### config.mk
export PLATFORM = sky130hd
export DESIGN_NAME = img_loader_ctrl
export DESIGN_NICKNAME = d
export VERILOG_FILES = /design/src/rtl/bnn_pkg.sv /design/src/rtl/img_byte_packer.sv /design/src/rtl/img_loader_ctrl.sv
export SDC_FILE = /design/constraint.sdc
export NUM_CORES = 1
export LEC_CHECK = 0
export BUFFER_PORTS_ARGS = -buffer_cell sky130_fd_sc_hd__buf_2
export CORE_AREA = 2 2 363 365
export DETAILED_ROUTE_END_ITERATION = 7
export DIE_AREA = 0 0 365 367
export GPL_ROUTABILITY_DRIVEN = 0
export HOLD_SLACK_MARGIN = 0.02
export PLACE_DENSITY = 0.53
export SLEW_MARGIN = 20
export SYNTH_ARGS = -nofsm -noshare
export SYNTH_HDL_FRONTEND = slang
export SYNTH_HIERARCHICAL = 1
export SYNTH_SLANG_ARGS = --single-unit
### constraint.sdc
create_clock -name clk -period 4.7 [get_ports clk]
set_input_delay 0.47 -clock clk [delete_from_list [all_inputs] [get_ports clk]]
set_output_delay 0.47 -clock clk [all_outputs]
set_load 0.005 [all_outputs]
### src/rtl/bnn_pkg.sv
// Shared image geometry and loader state encoding for the BNN image front end.
package bnn_pkg;
  localparam int IMG_BITS  = 904;
  localparam int IMG_BYTES = IMG_BITS / 8;
  localparam int CNT_W     = 7;

  typedef enum logic [2:0] {
    LOAD  = 3'd0,
    RUN   = 3'd1,
    CLEAR = 3'd2,
    HOLD  = 3'd3,
    ABORT = 3'd4
  } ldr_state_e;
endpackage

### src/rtl/img_byte_packer.sv
// Packs a byte stream MSB-first into an image word; done pulses (combinationally)
// with the write of the final byte so the FSM can register the transition.
module img_byte_packer
  import bnn_pkg::*;
#(
  parameter int IMG_BITS  = bnn_pkg::IMG_BITS,
  parameter int IMG_BYTES = bnn_pkg::IMG_BYTES
) (
  input  logic                clk,
  input  logic                rst_n,
  input  logic                clr,
  input  logic                wr_en,
  input  logic [7:0]          byte_in,
  output logic [IMG_BITS-1:0] img,
  output logic                done
);

  logic [CNT_W-1:0]    cnt_q, cnt_d;
  logic [IMG_BITS-1:0] img_q, img_d;

  always_comb begin
    cnt_d = cnt_q;
    img_d = img_q;
    done  = 1'b0;
    if (clr) begin
      cnt_d = '0;
    end else if (wr_en) begin
      // Constant-index decode keeps the write mux a plain one-hot select.
      for (int k = 0; k < IMG_BYTES; k++) begin
        if (cnt_q == CNT_W'(k)) img_d[IMG_BITS-1-8*k -: 8] = byte_in;
      end
      if (cnt_q == CNT_W'(IMG_BYTES-1)) begin
        cnt_d = '0;
        done  = 1'b1;
      end else begin
        cnt_d = cnt_q + 1'b1;
      end
    end
  end

  always_ff @(posedge clk or negedge rst_n) begin
    if (!rst_n) begin
      cnt_q <= '0;
      img_q <= '0;
    end else begin
      cnt_q <= cnt_d;
      img_q <= img_d;
    end
  end

  assign img = img_q;

endmodule

### src/rtl/img_loader_ctrl.sv
// Image loader: collects one image of bytes, hands it to the inference core,
// captures the class result and holds it until the host acknowledges.
module img_loader_ctrl
  import bnn_pkg::*;
#(
  parameter int IMG_BITS  = bnn_pkg::IMG_BITS,
  parameter int IMG_BYTES = bnn_pkg::IMG_BYTES
) (
  input  logic                clk,
  input  logic                rst_n,
  input  logic [7:0]          byte_in,
  input  logic                byte_valid,
  output logic                byte_ready,
  input  logic                soft_clear,
  output logic [IMG_BITS-1:0] img_out,
  output logic                img_buffer_full,
  output logic                bnn_enable,
  output logic                bnn_clear,
  input  logic                result_ready,
  input  logic [3:0]          result_in,
  output logic [3:0]          result_out,
  output logic                result_valid,
  input  logic                result_ack
);

  ldr_state_e state_q, state_d;
  logic       byte_ready_q, byte_ready_d;
  logic       img_full_q, img_full_d;
  logic       bnn_en_q, bnn_en_d;
  logic       bnn_clr_q, bnn_clr_d;
  logic       res_vld_q, res_vld_d;
  logic [3:0] res_out_q, res_out_d;
  logic       accept, pk_clr, pk_done;

  // byte_ready is only ever high in LOAD, so it doubles as the state qualifier.
  assign accept = byte_valid && byte_ready_q && !soft_clear;
  assign pk_clr = soft_clear || (state_q == ABORT);

  img_byte_packer #(.IMG_BITS(IMG_BITS), .IMG_BYTES(IMG_BYTES)) u_packer (
    .clk     (clk),
    .rst_n   (rst_n),
    .clr     (pk_clr),
    .wr_en   (accept),
    .byte_in (byte_in),
    .img     (img_out),
    .done    (pk_done)
  );

  always_comb begin
    state_d   = state_q;
    res_out_d = res_out_q;
    unique case (state_q)
      LOAD:  if (!soft_clear && pk_done) state_d = RUN;
      RUN: begin
        if (soft_clear) state_d = ABORT;
        else if (result_ready) begin
          res_out_d = result_in;
          state_d   = CLEAR;
        end
      end
      CLEAR: state_d = soft_clear ? ABORT : (result_ack ? LOAD : HOLD);
      HOLD:  state_d = soft_clear ? ABORT : (result_ack ? LOAD : HOLD);
      ABORT: state_d = LOAD;
      default: state_d = LOAD;
    endcase

    // Outputs are decoded from the next state so they are registered with it.
    byte_ready_d = (state_d == LOAD);
    img_full_d   = (state_d == RUN);
    bnn_en_d     = (state_d == RUN);
    bnn_clr_d    = (state_d == CLEAR) || (state_d == ABORT);
    res_vld_d    = (state_d == CLEAR) || (state_d == HOLD);
  end

  always_ff @(posedge clk or negedge rst_n) begin
    if (!rst_n) begin
      state_q      <= LOAD;
      byte_ready_q <= 1'b0;
      img_full_q   <= 1'b0;
      bnn_en_q     <= 1'b0;
      bnn_clr_q    <= 1'b0;
      res_vld_q    <= 1'b0;
      res_out_q    <= '0;
    end else begin
      state_q      <= state_d;
      byte_ready_q <= byte_ready_d;
      img_full_q   <= img_full_d;
      bnn_en_q     <= bnn_en_d;
      bnn_clr_q    <= bnn_clr_d;
      res_vld_q    <= res_vld_d;
      res_out_q    <= res_out_d;
    end
  end

  assign byte_ready      = byte_ready_q;
  assign img_buffer_full = img_full_q;
  assign bnn_enable      = bnn_en_q;
  assign bnn_clear       = bnn_clr_q;
  assign result_valid    = res_vld_q;
  assign result_out      = res_out_q;

endmodule

==> results.yml <==
run_status:
  status: "finished, final reports clean"
critical_path:
  r2r-end: "u_packer/img[581]"
  crit_fanout: 9
  start_kind: "input port"
  crit_path_start: "soft_clear"
  reg2regPathDepth: 6
  required_ns: 5.30
  end_kind: "flop"
  critPathKind: "in -> reg"
  endpoint: "u_packer/img[581]"
  cp.arrival_ns: 4.03
  r2r-start: "byte_ready"
  rrSetupSlack_ns: 1.35
pwr:
  pwr-share-comb_pct: 3.8
  p_sw_share_pct: 23.4
  pwr-share-seq_pct: 47.2
  p_leak_nw: 26.4
  p_sw_mw: 3.99
  p_int_mw: 13.1
  power.density_nw_per_um2: 366
  vdd_drop_max_mv: 0.291
  clock_power_share_pct: 49.0
yosys:
  syn_inst: 2180
  synth_seq_cells: 922
  synth_edf_count: 0
  yosysSeqAreaShare_pct: 63.6
  synth_area_sq_um: 36300
  ys_async_sr_fraction_pct: 100
  synth_top_cell_by_area: "dfrtp_1"
  ys.flop_type: "dfrtp_1"
  ys_warn_count: 6
  synth_area_per_cell_sq_um: 16.6
  netlist-cell-type-count: 52
  synth_top_area_share_pct: 63.6
  synth_fp_nets: 2202
  synth_area_leaders: "dfrtp_1 64%, mux2_2 28%, nor3_4 3.5%"
cells_and_area:
  fillerInstances: 12900
  final_cells: 4964
  layout_common_cells: "922 x dfrtp_1, 921 x buf_2, 905 x mux2_2"
  final_common_cell: "dfrtp_1"
  fin_nets: 3141
  syn_to_final_growth_pct: 28.5
  drive_above_1_share_pct: 67.8
timing:
  period_minus_slack_ns: 3.43
  clock-skew-final_ns: 0.0179
  drv_slew: 0
  finalSetupViolCount: 0
  hold_slack_ns: 0.211
  rsz0062_at_grt: "no"
  tightest_slew_ns: 1.09
  fin_crit_sh_pct: 72.9
  hold_viol_final: 0
  fin_setup_tns_ns: 0
  maxSlewHeadroom_pct: 26.9
  fmax_mhz: 292
clock_tree:
  clk_latency_ns: 0.72
  htreeDepth: 3
  clock-sinks: 922
  cts_setup_buffers: 0
  clk_transition_reported_paths_ns: 0.06
  cts_resized: 0
  cts_hold_buf: 7
  cts_tree: "yes"
  cts_max_path_buffers: 3
  root_buffer: "clkbuf_16"
  cts_buffers: 103
die:
  die-height_microns: 367
  ios: 931
  fp.coreArea_sq_um: 130000
  num_rows: 133
  die_x_microns: 365
  start_util_pct: 27.8
  dieArea_sq_um: 134000
grt:
  grt_start_max_net_pins: 128
  grt_overflow: 0
  track_usage_pct: 18.7
  grt_pass1_vias: 23200
  grt_pass1_wl_microns: 180000
  grt_antenna_before_repair: 3
routing:
  viasPerCell: 4.49
  drtPass1Iterations: 5
  wire_per_inst_microns: 25.6
  drc: 0
  num_vias: 22300
  totalWireLength_microns: 127000
  first_iter_violations: 969
  detail-route-antenna-nets: 0
place:
  dp.cells: 4762
  io_buffer_count: 930
  dp_hpwl_microns: 86400
min_path:
  hp-class: "in -> reg"
  hold_start: "result_ready"
job:
  max_cap_violations: 0
metrics by stage:
step                      setup WS [ns]  utilization (%)  instance area (sq um)  power (mW)
after floorplan                    2.48                -                  36300        8.40
after global placement             1.12             32.9                  43000        8.87
after detailed placement           1.07             32.9                  43000        8.88
after CTS                          1.29             35.7                  46600        17.4
after global routing               1.25             35.7                  46600        17.8
final                              1.27             35.7                  46600        17.1
Yosys cell counts, types with 2 or more instances:
cell type,n
dfrtp_1,922
mux2_2,905
clkbuf_1,102
nor3_4,79
buf_4,18
nand3_1,18
buf_2,17
buf_6,10
nand3_2,10
or3_1,9
nand2_1,6
nor2_1,6
inv_1,5
nor2b_1,5
and3b_1,4
ha_1,4
mux2_4,4
nand2b_1,4
nor3_2,4
nor3b_2,4
a21oi_1,3
nand3b_4,3
or3b_1,3
a31o_2,2
and3_1,2
mux2i_1,2
nand3b_1,2
nand3b_2,2
nand4_1,2
routing by layer:
metal,GRT usage [%],part of all wire (%),vias to the layer above
met5,0,0,-
met4,7.71,3.8,0
met3,5.24,6.7,184
met2,32.0,50,632
met1,22.0,39,11800
li1,-,-,9680
state kept, by name, summed over array words and instances (netlist names):
register	count
result_out	4
byte_ready	1
u_packer/img	904
result_valid	1
bnn_clear	1
state_q	3
bnn_enable	1
u_packer/cnt_q	7
critical path, cell delays in order:
cell and delay (ns):
dlygate4sd3_1 0.54, buf_2 0.16, nor2_2 0.54, nand3b_2 0.87, buf_4 0.53, nor3_4 0.49
mux2_2 0.40
cell families after synthesis:
group                      synth area share, %
AOI/OAI and AO/OA                        0.314
xor gates and xnor gates                0.0242
adders and majority gates                0.138
buffers and inverters                     2.04
DFF                                       63.6
muxes                                     28.3
and+or+nand+nor                           5.56
cell type report:
type	count	area (sq um)	share of cell area (%)
well taps	1755	2200	4.71
repair buffers	982	5240	11.3
inverters	5	18.8	0.0403
multi-input cells	1105	12500	26.8
flip-flops and latches	922	23100	49.5
clock inverters	38	484	1.04
diodes	2	5.00	0.0107
clock buffers	155	3080	6.62
power by group through the flow:
| stage | clock (mW) | sequential [mW] | combinational [mW] |
|---|---|---|---|
| 2_1_floorplan | 0 | 8.20 | 0.201 |
| 3_3_place_gp | 0 | 8.19 | 0.681 |
| 3_5_place_dp | 0 | 8.20 | 0.681 |
| 4_1_cts | 8.66 | 8.05 | 0.685 |
| 5_1_grt | 9.00 | 8.06 | 0.714 |
| 6_report | 8.37 | 8.05 | 0.650 |
how the worst min path moves through the flow:
stage,to,cells after the start,slack [ns]
2_1_floorplan,bnn_clear,0,0.17
3_3_place_gp,u_packer/img[382],1,0.48
3_5_place_dp,u_packer/img[239],1,0.49
4_1_cts,byte_ready,4,0.12
5_1_grt,byte_ready,4,0.19
6_report,byte_ready,4,0.21
Power figures use the tool's default switching activity.
